--- config.mk ---
export PLATFORM = sky130hd
export DESIGN_NAME = word_buffer
export DESIGN_NICKNAME = d
export VERILOG_FILES = /design/src/rtl/word_buffer.sv
export SDC_FILE = /design/constraint.sdc
export NUM_CORES = 1
export LEC_CHECK = 0
export CAP_MARGIN = 20
export CORE_AREA = 2 2 293 295
export DETAILED_ROUTE_END_ITERATION = 10
export DIE_AREA = 0 0 295 297
export GPL_TIMING_DRIVEN = 1
export PLACE_DENSITY_LB_ADDON = 0.08
export REMOVE_ABC_BUFFERS = 1
export SYNTH_ARGS = -nofsm -noshare
export SYNTH_HDL_FRONTEND = slang
export SYNTH_SLANG_ARGS = --single-unit
--- constraint.sdc ---
create_clock -name receiver_clock -period 23.2 [get_ports receiver_clock]
set_input_delay 4.64 -clock receiver_clock [delete_from_list [all_inputs] [get_ports receiver_clock]]
set_output_delay 4.64 -clock receiver_clock [all_outputs]
set_load 0.05 [all_outputs]
--- src/rtl/word_buffer.sv ---
// Packs 4-lane words into a 2**POINTER_WIDTH FIFO; 1-cycle strobe-to-valid latency, no empty bypass.
// Valid/ready output; strobes arriving while full with no pop are dropped and counted (saturating).
module word_buffer #(
  parameter int DATA_WIDTH    = 8,
  parameter int POINTER_WIDTH = 4
) (
  input  logic                         receiver_clock,
  input  logic                         reset,
  input  logic                         data_out_ready,
  input  logic [DATA_WIDTH-1:0]        data_out [3:0],
  output logic                         word_out_valid,
  input  logic                         word_out_ready,
  output logic [4*DATA_WIDTH-1:0]      word_out,
  output logic [POINTER_WIDTH:0]       words_used,
  output logic [15:0]                  overflow_count
);

  localparam int DEPTH = 2 ** POINTER_WIDTH;
  localparam int WW    = 4 * DATA_WIDTH;
  localparam logic [POINTER_WIDTH:0] CNT_MAX = (POINTER_WIDTH+1)'(DEPTH);

  logic [WW-1:0]            mem_q [DEPTH];
  logic [POINTER_WIDTH-1:0] wr_ptr_q, wr_ptr_d;
  logic [POINTER_WIDTH-1:0] rd_ptr_q, rd_ptr_d;
  logic [POINTER_WIDTH:0]   count_q, count_d;
  logic [15:0]              ovf_q, ovf_d;

  logic          full, pop, push, drop;
  logic [WW-1:0] packed_word;

  assign packed_word = {data_out[3], data_out[2], data_out[1], data_out[0]};
  assign full        = (count_q == CNT_MAX);
  assign pop         = word_out_valid && word_out_ready;
  // A pop in the same cycle frees the slot, so a full FIFO still accepts the word.
  assign push        = data_out_ready && (!full || pop);
  assign drop        = data_out_ready && full && !pop;

  always_comb begin
    wr_ptr_d = wr_ptr_q;
    rd_ptr_d = rd_ptr_q;
    count_d  = count_q;
    ovf_d    = ovf_q;
    if (push) wr_ptr_d = wr_ptr_q + POINTER_WIDTH'(1);
    if (pop)  rd_ptr_d = rd_ptr_q + POINTER_WIDTH'(1);
    if (push && !pop)      count_d = count_q + (POINTER_WIDTH+1)'(1);
    else if (pop && !push) count_d = count_q - (POINTER_WIDTH+1)'(1);
    if (drop && ovf_q != 16'hFFFF) ovf_d = ovf_q + 16'd1;
  end

  always_ff @(posedge receiver_clock or posedge reset) begin
    if (reset) begin
      wr_ptr_q <= '0;
      rd_ptr_q <= '0;
      count_q  <= '0;
      ovf_q    <= '0;
      for (int i = 0; i < DEPTH; i++) mem_q[i] <= '0;
    end else begin
      wr_ptr_q <= wr_ptr_d;
      rd_ptr_q <= rd_ptr_d;
      count_q  <= count_d;
      ovf_q    <= ovf_d;
      if (push) mem_q[wr_ptr_q] <= packed_word;
    end
  end

  assign word_out_valid = (count_q != '0);
  assign word_out       = mem_q[rd_ptr_q];
  assign words_used     = count_q;
  assign overflow_count = ovf_q;

endmodule

# Yosys cells after proc, flatten, opt, wreduce, memory -nomap -nowiden
# Cells that the tools add are included.
totals:
  register_bits: 541
  latch_bits: 0
  ram_bits: 0
  romBits: 0
  in_bits: 36
  mem_count: 0
classes:
  add_sub_neg: 5
  mul: 0
  div: 0
  n_lt_le_gt_ge: 3
  n_eq_ne: 2
  shifts: 0
  muxes: 8
  bitwise_logic: 2
  reduce_logical: 14
op_table:
  columns: ["cell", "count"]
  rows:
  - ["512-bit bitwise mux", 1]
  - ["32-bit binary-select mux with 4-bit select", 1]
  - ["32-bit demux with 4-bit select", 1]
  - ["32-bit 2-to-1 mux", 3]
  - ["16-bit by 1-bit adder with 16-bit output, second input constant", 1]
  - ["16-bit != test, second input constant", 1]
  - ["5-bit greater-or-equal comparator, second input constant", 2]
  - ["5-bit 2-to-1 mux", 2]
  - ["4-bit inverter with 5-bit output", 2]
  - ["4-bit by 1-bit adder with 4-bit output, second input constant", 2]
  - ["1-bit logical AND", 8]
  - ["5-bit by 1-bit adder with 5-bit output, second input constant", 1]
  - ["5-bit equality test, second input constant", 1]
  - ["5-bit by 1-bit < comparator with 1-bit output, second input constant", 1]
  - ["5-bit nonzero test", 1]
  - ["5-bit by 1-bit subtractor with 5-bit output, second input constant", 1]
  - ["1-bit zero test", 3]
  - ["2-bit nonzero test", 1]
  - ["1-bit logical OR", 1]

# Longest topological paths before layout
# Gate-level depths: netlist of run 1.
logic_depth:
  depth_word: 8
  depth_mapped: 12
  mapped_depth_nobuf: 11

# Worst setup path before layout of run 1
# No wires, ideal clock.
synth_path:
  path_kind: "register to output"
  startpoint: "reg rd_ptr_q[0]"
  endpoint: "out word_out[16]"
  arrival_time_ns: 2.195
  t_required_ns: 18.560
  setup_slack_ns: 16.365
  stages_incl_launch_ff: 7
  n_path_buf: 3
  cell_sequence: "dfrtp_1 > clkbuf_1 > buf_2 > buf_1 > mux4_2 > a22oi_1 > nand2_1"
synth_via:
  elab_chain_len: 4
synth_rtl:
  columns: ["item", "line", "source"]
  rows:
  - ["from (decl)", "24", "logic [POINTER_WIDTH-1:0] rd_ptr_q, rd_ptr_d;"]
  - ["from (signal assigned)", "59", "rd_ptr_q <= rd_ptr_d;"]
  - ["4-bit inverter with 5-bit output (not written as such)", "67", "assign word_out = mem_q[rd_ptr_q];"]
  - ["32-bit binary-select mux with 4-bit select", "67", null]
  - ["32-bit 2-to-1 mux (not written as such) (2 in series)", "67", null]
  - ["to (decl)", "13", "output logic [4*DATA_WIDTH-1:0] word_out,"]
# No other way between the ends. The select of a mux whose other input is x is not followed.

# Worst setup path after layout of run 1
layout_path:
  startpoint: "reg rd_ptr_q[0]"
  endpoint: "out word_out[1]"
# The elaborated chain is that of the path after synthesis.

==> impl_results.md, run 1 <==
* Status: complete, no violations
* Synth Instances at ~1500
* Power per cell area at about 160 mW/mm^2
* PostCTS Resize Cnt at 0
* Post-synthesis adder-cell area fraction at less than 1%
* Slew Limit Fails at 0
* Reg2reg setup slack at 19.48 ns
* CP Class: flop to output pin
* Fraction of registers with async set/reset at 100.0%
* Total grt overflow at 0
* Htree depth at 3
* Setup Fix Bufs, Post-CTS at 0
* CP arrival at approximately 4.4 ns
* CTS tree: yes
* Seq cells post-synth at 541
* Synth area leader: dfrtp_1
* First-pass GRT wire length at around 100 mm
* Main area contributors after synthesis: dfrtp_1, mux2_2, mux4_2, a22oi_1, clkbuf_1
* DP HPWL at about 36 mm
* WL final at roughly 67 mm
* Sequential fraction of the synthesis area at 55.70%
* Hold Path Cell Cnt at 1
* Worst-path clk slew at 0.06 ns
* Compound-Gate Fraction of Synth Area at 2.177%
* Max capacitance violation total at 0
* Least-Margin Pin Slew at about 1.1 ns
* N_diodes at 0
* Synth Area in Simple Gates at ~2.3%
* Final non-filler cell total at approximately 2800
* Worst-path maximum fanout at 41
* Full die area at a little under 0.09 sq mm
* Worst setup SP type: flop
* Share of layout cells above drive strength 1 at 47.79%
* Mux contribution to synthesized area at between 30 and 40%
* RR Startpoint: words_used[1]$_DFFE_PP0P_
* WP data required at approximately 19 ns
* Share of the synthesized area in the top cell type at a little under three fifths
* Clock Skew at between 0.02 and 0.025 ns
* Core region area at ~0.084 sq mm
* Routed Antenna Nets at 0
* GRT Util Overall at between 15 and 20%
* Max-slew headroom at ~27%
* Count of buffers from port buffering at 89
* Starting DRT DRC Count at ~640
* Hold endpoint: mem_q[190]$_DFFE_PP0P_
* Count of final hold-check violations at 0
* Worst r2r path cells at 10
* Yosys warnings at 0
* CTS Buffer Depth at 3
* Clk sinks at approximately 540
* Worst Setup End Kind: output pin
* Fin Hold WS at approximately 0.48 ns
* Gp weighted congestion at between 0.6 and 0.7
* Final #Nets at 1659
* Place WS at 14.56 ns
* Fin crit period at around 9.1 ns
* Post-Synth XOR/XNOR Area at less than 1%
* Vias per inst at roughly 4.9
* Dpl cells at between 2000 and 3000
* Fin Setup TNS at 0 ns
* Top_reg_cell synth: dfrtp_1
* Vias in the first global route at 14920
* Final worst-path cycle share at about two fifths
* Synth Area per Inst at around 16 sq um
* IO Pins at 90
* Number of cell rows at roughly 110
* Remaining DRCs at 0
* Worst Hold Class: flop to flop
* Leak Pwr at between 10 and 15 nW
* CTS hold repair buffers at 0
* Cell Area, Synth at ~0.024 sq mm
* WL/cell at about 24 um
* Worst flop-to-flop path endpoint: words_used[4]$_DFFE_PP0P_
* Die height at around 300 um
* Post-synth EDFFs at 0
* Fmax at approximately 110 MHz
* Largest net degree at the start of global routing at approximately 170
* Number of distinct library cells after synthesis at 35
* VDD IR max at approximately 0.082 mV
* CTS root buffer: clkbuf_16
* Hold_sp: mem_q[190]$_DFFE_PP0P_
* First-pass DRT Iterations at 4
* Initial antenna violation count at 1
* Setup WS post-layout at roughly 14 ns
* Final Setup Violations at 0
* Area growth syn-to-layout at 17.41%
* RSZ-0062 raised after global routing: false
* Clk Latency, worst-skew pair at 0.60 ns
* Main combinational cell family by area after synthesis: multiplexers
* Die Wd at approximately 300 um
* Initial core utilization at between 20 and 30%
* Via Count at between 10000 and 15000
* TritonCTS Buffers at just under 70
==> Yosys cell counts (all sizes together), types with 2 or more instances <==
master and count:
xnor2 20, mux2 513, a22oi 64, dfrtp 541, nor2 6, and4 3
nor2b 3, ha 11, a21oi 3, o21ai 4, nand4 7, mux4 128
buf 68, inv 8, nand2 60, or4 2, and3 2, nor3 13
xor2 5, nand3 7, clkbuf 64, and2 7, nand2b 2
==> area by class of cell <==
| type | count | area, sq um |
|---|---|---|
| sequential | 541 | 13550 |
| inverter | 8 | 37.54 |
| tap | 1144 | 1431 |
| clock buffer | 99 | 2002 |
| timing repair buffer | 124 | 1179 |
| multi-input combinational | 868 | 10220 |
| clock inverter | 9 | 125.1 |
| fill | 8181 | 55940 |
==> power breakdown <==
part,internal [mW],total (mW),switching (mW)
registers,1.38,1.62,0.236
clock network,0.617,1.03,0.410
logic,0.912,1.82,0.907
total,2.91,4.46,1.55
==> layer usage <==
layer  wire [um]  share of wire, %  vias to the layer above  global-route usage (%)
met2       31820                48                      173                   24.88
met1       31510                47                     7432                   21.99
met4        1198               1.8                        2                   4.057
met5          12             0.018                        -                       0
li1            -                 -                     5874                       -
met3        2171               3.3                       91                   2.593
==> cell families after synthesis <==
group / Yosys count
flops: 541
buf+inv: 140
xor+xnor: 25
simple gates: 116
compound gates: 73
mux: 642
fa+ha+maj: 12
==> worst max path at each step <==
stage                                        from              endpoint  slack [ns]  cells past startpoint
after global placement    rd_ptr_q[0]$_DFFE_PP0P_          word_out[17]       14.60                      6
after global routing      rd_ptr_q[0]$_DFFE_PP0P_           word_out[1]       13.73                      6
final                     rd_ptr_q[0]$_DFFE_PP0P_           word_out[1]       14.12                      6
after CTS                 rd_ptr_q[0]$_DFFE_PP0P_           word_out[1]       13.90                      6
after floorplan                             reset  mem_q[0]$_DFFE_PP0P_        3.44                      1
after detailed placement  rd_ptr_q[0]$_DFFE_PP0P_           word_out[1]       14.56                      6
==> cell usage in the layout (no fill, tap or decap), types with 3 or more instances in the layout <==
cell type        instances
mux4_2                 128
and2_2                   6
xnor2_1                 20
a22oi_1                 64
nand3_1                  7
xor2_1                   5
dfrtp_1                539
nor3_1                   5
nand4_1                  7
mux2_2                 505
nand2_1                 56
ha_1                    11
nor3_2                   8
clkinv_2                 3
clkbuf_16               71
o21ai_0                  4
a21oi_1                  3
mux2_1                   8
clkbuf_8                12
clkbuf_1                16
inv_1                    7
buf_4                   33
and4_1                   3
nand2_2                  4
nor2_1                   5
clkdlybuf4s50_1         89
==> metrics by stage <==
step           power (mW)  util (%)  instance area [sq um]
2_1_floorplan       2.969         -                  23710
3_3_place_gp        3.462     31.27                  26410
3_5_place_dp        3.495     31.27                  26410
4_1_cts             4.556     33.78                  28540
5_1_grt             4.742     33.78                  28540
6_report            4.462     33.78                  28540
==> sequential cells by signal, indices dropped and copies added (netlist names) <==
name,count
rd_ptr_q,4
words_used,5
overflow_count,16
wr_ptr_q,4
mem_q,512
==> worst max-delay path, stage by stage (launching register included) <==
cell and delay, ns:
dfrtp_4 0.62, buf_4 0.77, buf_4 0.73, mux4_2 0.58, a22oi_1 0.26, nand2_1 0.14
clkdlybuf4s50_1 0.72
No activity file was read; power rests on OpenSTA's default activity.
==> inputs of run 2 (changes only) <==
==> constraint.sdc (replaced) <==
create_clock -name receiver_clock -period 8.4 [get_ports receiver_clock]
set_input_delay 1.68 -clock receiver_clock [delete_from_list [all_inputs] [get_ports receiver_clock]]
set_output_delay 1.68 -clock receiver_clock [all_outputs]
set_load 0.05 [all_outputs]
==> run 2 against run 1 <==
Compared with the run above: clock skew decreased by 0.0015 ns; sequential share of layout area down 0.26 points; core utilization rose by 0.19 points; critical path depth shrank 1; largest power group unchanged; critical path type unchanged; largest cell class unchanged; clock-buffer cell count is 3 higher; first-iteration DRC count down 7.9%; cell area increased by 0.55%; via count is essentially flat; final cell count is 0.39% higher; total power grew to 2.8 times the previous value; register-to-register slack got worse by 15 ns.
==> impl_results.md, run 2 (synthesis results as in run 1) <==
* Slew Limit Fails at 0
* Fmax at roughly 170 MHz
* Final Setup Violations at 0
* Worst setup SP type: flop
* Clock Skew at 0.02165 ns
* Largest register by flop count: mem_q
* Clk sinks at about 540
* Gp weighted congestion at ~0.69
* Vias per inst at approximately 4.8
* CP endpoint: word_out[30]
* Max capacitance violation total at 0
* Htree depth at 3
* Final #Nets at about 1700
* CTS hold repair buffers at 0
* RR Startpoint: words_used[1]$_DFFE_PP0P_
* Worst flop-to-flop path endpoint: words_used[4]$_DFFE_PP0P_
* WP data required at 6.72 ns
* First-pass DRT Iterations at 5
* Die Wd at 295 um
* Die height at between 200 and 300 um
* First-pass GRT wire length at approximately 100 mm
* TritonCTS Buffers at 69
* RSZ-0062 raised after global routing: false
* Share of layout cells above drive strength 1 at 48.01%
* Total power at between 10 and 15 mW
* CP Class: flop to output pin
* Largest net degree at the start of global routing at 167
* Initial antenna violation count at 0
* PostCTS Resize Cnt at 0
* N_diodes at 0
* Setup WS post-layout at between 2 and 3 ns
* CTS tree: yes
* Worst-path maximum fanout at 37
* Slowest-stage cell, CP: dfrtp_4
* Full die area at 0.08762 sq mm
* Fin Hold WS at about 0.48 ns
* CTS root buffer: clkbuf_16
* WL final at ~65 mm
* WL/cell at 23.18 um
* Count of final hold-check violations at 0
* Least-Margin Pin Slew at 1.067 ns
* Reg2reg setup slack at approximately 4.7 ns
* Final non-filler cell total at about 2800
* Dpl cells at ~2700
* Final worst-path cycle share at roughly two thirds
* Remaining DRCs at 0
* Number of cell rows at about 110
* Max FFs per register at between 500 and 600
* Largest stage delay, worst path at between 0.9 and 1 ns
* Core region area at 0.08448 sq mm
* Filler cells at roughly 8100
* GRT Util Overall at between 10% and 20%
* VDD IR max at just under 0.3 mV
* Leak Pwr at 12.05 nW
* CTS Buffer Depth at 3
* Most common cell after layout, fill and taps aside: dfrtp_1
* Routed Antenna Nets at 0
* Starting DRT DRC Count at roughly 600
* Status: complete, no violations
* Worst-path cell chain: buf_4, mux4_2, a22oi_1, nand2_1, clkdlybuf4s50_1
* Fin crit period at roughly 5.7 ns
* Clk Latency, worst-skew pair at roughly 0.59 ns
* Critical path startpoint: rd_ptr_q[0]$_DFFE_PP0P_
* Worst Hold Class: flop to flop
* Worst r2r path cells at 10
* Commonest non-fill, non-tap cells in the layout: dfrtp_1, mux2_2, mux4_2
* DP HPWL at about 38 mm
* CP arrival at slightly above 4 ns
* Setup Fix Bufs, Post-CTS at 0
* Vias in the first global route at 14840
* Count of buffers from port buffering at 89
* Power per cell area at about 430 mW/mm^2
* Area growth syn-to-layout at 18.06%
* Place WS at around 3.1 ns
* Worst Setup End Kind: output pin
* Max-slew headroom at roughly 29%
* Total grt overflow at 0
* Worst-path clk slew at 0.05 ns
* Initial core utilization at between 20% and 30%
* Via Count at 13580
* IO Pins at 90
## run 2: changes by cell type in the layout (fill, tap and decap cells not counted), sizes merged
| cell | before | now |
|---|---|---|
| buf | 35 | 38 |
| bufinv | 2 | 4 |
| inv | 10 | 9 |
| clkbuf | 99 | 102 |
| clkinvlp | 0 | 1 |
| clkinv | 5 | 8 |
## run 2: cell type report
class / count / area, sq um / share of cell area [%]
sequential: 541 / 13550 / 47.20
timing repair buffer: 127 / 1264 / 4.404
clock inverter: 14 / 176.4 / 0.6148
inverter: 8 / 37.54 / 0.1308
tap: 1144 / 1431 / 4.988
multi-input combinational: 868 / 10220 / 35.61
clock buffer: 102 / 2023 / 7.050
## run 2: routing by layer
layer / track usage (%) / routed length (um)
met2: 24.86 / 31540
met3: 2.548 / 2401
met5: 0 / 0
met1: 21.03 / 29940
met4: 3.997 / 1118
## run 2: metrics by stage
step           utilization [%]  area, sq um  setup TNS (ns)
2_1_floorplan                -        23710        -4545.53
3_3_place_gp             31.27        26420               0
3_5_place_dp             31.37        26500               0
4_1_cts                  33.97        28700               0
5_1_grt                  33.97        28700               0
6_report                 33.97        28700               0
## run 2: worst min path at each step
stage / startpoint / end / slack (ns) / depth (start not counted)
2_1_floorplan: mem_q[190]$_DFFE_PP0P_ / mem_q[190]$_DFFE_PP0P_ / 0.45 / 1
3_3_place_gp: mem_q[142]$_DFFE_PP0P_ / mem_q[142]$_DFFE_PP0P_ / 0.47 / 1
3_5_place_dp: mem_q[190]$_DFFE_PP0P_ / mem_q[190]$_DFFE_PP0P_ / 0.48 / 1
4_1_cts: mem_q[156]$_DFFE_PP0P_ / mem_q[156]$_DFFE_PP0P_ / 0.49 / 1
5_1_grt: mem_q[154]$_DFFE_PP0P_ / mem_q[154]$_DFFE_PP0P_ / 0.51 / 1
6_report: mem_q[156]$_DFFE_PP0P_ / mem_q[156]$_DFFE_PP0P_ / 0.48 / 1
## run 2: power breakdown
part	internal (mW)	leakage (nW)	switching, mW	total (mW)
logic	2.53	4.24	2.44	4.97
registers	3.81	6.73	0.707	4.52
clock network	1.78	1.08	1.12	2.90
total	8.12	12.1	4.26	12.4
## run 2: worst max-delay path, delay by kind of cell (launching register included)
kind | cells | cell delay, ns
flip-flops | 1 | 0.99
multiplexers | 1 | 0.59
AO/OA/AOI/OAI | 1 | 0.31
buffers and inverters | 2 | 1.44
AND/OR/NAND/NOR | 1 | 0.11
==> inputs of run 3 (changes only) <==
==> constraint.sdc (replaced) <==
create_clock -name receiver_clock -period 5.5 [get_ports receiver_clock]
set_input_delay 1.1 -clock receiver_clock [delete_from_list [all_inputs] [get_ports receiver_clock]]
set_output_delay 1.1 -clock receiver_clock [all_outputs]
set_load 0.05 [all_outputs]
==> run 3 against run 2 <==
Compared with the run above: worst hold slack improved by 0.00068 ns; combinational power grew 58%; wire length up 4.9%; sequential power grew 51%; clock power grew 46%; sequential share of layout area decreased by 0.18 points; critical path type unchanged; critical endpoint is now word_out[5]; largest cell class unchanged.
==> impl_results.md, run 3 (synthesis results as in run 1) <==
* Dpl cells at 2700
* CP arrival at around 3.6 ns
* Hold endpoint: mem_q[155]$_DFFE_PP0P_
* Fmax at between 200 and 250 MHz
* Setup WS post-layout at around 0.85 ns
* Worst r2r path cells at 6
* First-pass DRT Iterations at 5
* Share of layout cells above drive strength 1 at 48.14%
* TritonCTS Buffers at 66
* N_diodes at 0
* Sequential power share at roughly 36%
* Htree depth at 3
* Initial core utilization at 28.77%
* Via Count at between 10000 and 15000
* CP Class: flop to output pin
* Hold Path Cell Cnt at 1
* Worst-path maximum fanout at 33
* Combinational Power Share at 41.5%
* Vias per inst at 4.856
* Clock Power Share at ~22%
* First-pass GRT wire length at approximately 100 mm
* Commonest non-fill, non-tap cells in the layout: dfrtp_1, mux2_2, mux4_2
* Vias in the first global route at ~15000
* Routed Antenna Nets at 0
* WL final at between 60 and 70 mm
* Initial antenna violation count at 3
* VDD IR max at approximately 0.58 mV
* Buf/Inv on CP at 2
* WL/cell at around 24 um
* Power per cell area at 656.8 mW/mm^2
* Die Wd at ~300 um
* Fin Setup TNS at 0 ns
* Final Setup Violations at 0
* Core region area at ~0.084 sq mm
* Hold_sp: mem_q[155]$_DFFE_PP0P_
* Final non-filler cell total at 2810
* Slew Limit Fails at 0
* Total grt overflow at 0
* Count of final hold-check violations at 0
* Die height at 297 um
* CTS Buffer Depth at 3
* Clock Skew at 0.02556 ns
* PostCTS Resize Cnt at 0
* Number of cell rows at roughly 110
* Gp weighted congestion at approximately 0.69
* NetSw at approximately 6.6 mW
* Full die area at ~0.088 sq mm
* Count of buffers from port buffering at 89
* Worst-path clk slew at approximately 0.060 ns
* Largest register by flop count: mem_q
* Clk Latency, worst-skew pair at a little under 0.6 ns
* Critical path's top delay family: buffers and inverters
* Area growth syn-to-layout at 18.51%
* Worst flop-to-flop path endpoint: mem_q[421]$_DFFE_PP0P_
* Final #Nets at 1672
* Final worst-path cycle share at between 80% and 90%
* CTS tree: yes
* CTS root buffer: clkbuf_16
* Largest stage delay, worst path at around 0.86 ns
* Least-Margin Pin Slew at 1.032 ns
* Total power at approximately 19 mW
* Remaining DRCs at 0
* Max-slew headroom at a little under a third
* RR Startpoint: words_used[1]$_DFFE_PP0P_
* Crit. path cell count at 5
* GRT Util Overall at between 10% and 20%
* Worst Setup End Kind: output pin
* IO Pins at 90
* P_int at ~12 mW
* Most common cell after layout, fill and taps aside: dfrtp_1
* DP HPWL at between 30 and 40 mm
* Setup Fix Bufs, Post-CTS at 0
* WP data required at about 4.4 ns
* Max FFs per register at approximately 500
* Worst-path cell chain: buf_4, mux4_2, a22oi_1, nand2_1, clkdlybuf4s50_1
* Clk sinks at 541
* Sw Share at approximately a third
* Largest net degree at the start of global routing at 122
* Place WS at 0.9207 ns
* Starting DRT DRC Count at 618
* Fin crit period at between 4 and 5 ns
* Slowest-stage cell, CP: dfrtp_4
* Reg2reg setup slack at ~1.8 ns
* Worst setup SP type: flop
* Leak Pwr at 12.08 nW
* Status: complete, no violations
* Worst Hold Class: flop to flop
* CTS hold repair buffers at 0
* Max capacitance violation total at 0
* RSZ-0062 raised after global routing: false
run 3: worst max path at each step:
stage | end | slack, ns | startpoint
floorplan | mem_q[0]$_DFFE_PP0P_ | -10.72 | reset
global placement | mem_q[400]$_DFFE_PP0P_ | 0.99 | word_out_ready
detailed placement | mem_q[407]$_DFFE_PP0P_ | 0.92 | word_out_ready
CTS | word_out[5] | 0.75 | rd_ptr_q[1]$_DFFE_PP0P_
global route | word_out[5] | 0.71 | rd_ptr_q[1]$_DFFE_PP0P_
finish | word_out[5] | 0.85 | rd_ptr_q[1]$_DFFE_PP0P_
run 3: layout make-up:
| type | count | area (sq um) |
|---|---|---|
| Tap cell | 1144 | 1431 |
| Sequential cell | 541 | 13550 |
| Multi-Input combinational cell | 868 | 10220 |
| Clock buffer | 102 | 2013 |
| Fill cell | 8213 | 55670 |
| Clock inverter | 8 | 68.82 |
| Inverter | 8 | 37.54 |
| Timing Repair Buffer | 139 | 1490 |
run 3: routing by layer:
layer,wire (um),vias up,GRT usage (%)
met4,1384,6,4.483
met2,32750,182,25.96
met1,31720,7480,22.32
met3,2261,84,2.555
li1,-,5892,-
met5,44,-,0
run 3: metrics by stage:
step           cell area, sq um  util (%)  hold slack, ns
6_report                  28810     34.10          0.4847
5_1_grt                   28810     34.10          0.4969
3_3_place_gp              26690     31.60          0.4674
2_1_floorplan             23710         -          0.4525
3_5_place_dp              26720     31.64          0.4738
4_1_cts                   28810     34.10          0.4877
run 3: power groups by stage:
| stage | registers [mW] | clock network [mW] | logic [mW] |
|---|---|---|---|
| after floorplan | 6.90 | 0 | 5.62 |
| after global placement | 6.87 | 0 | 7.94 |
| after detailed placement | 6.92 | 0 | 8.02 |
| after CTS | 6.86 | 4.41 | 8.04 |
| after global routing | 7.09 | 4.60 | 8.41 |
| final | 6.83 | 4.24 | 7.85 |
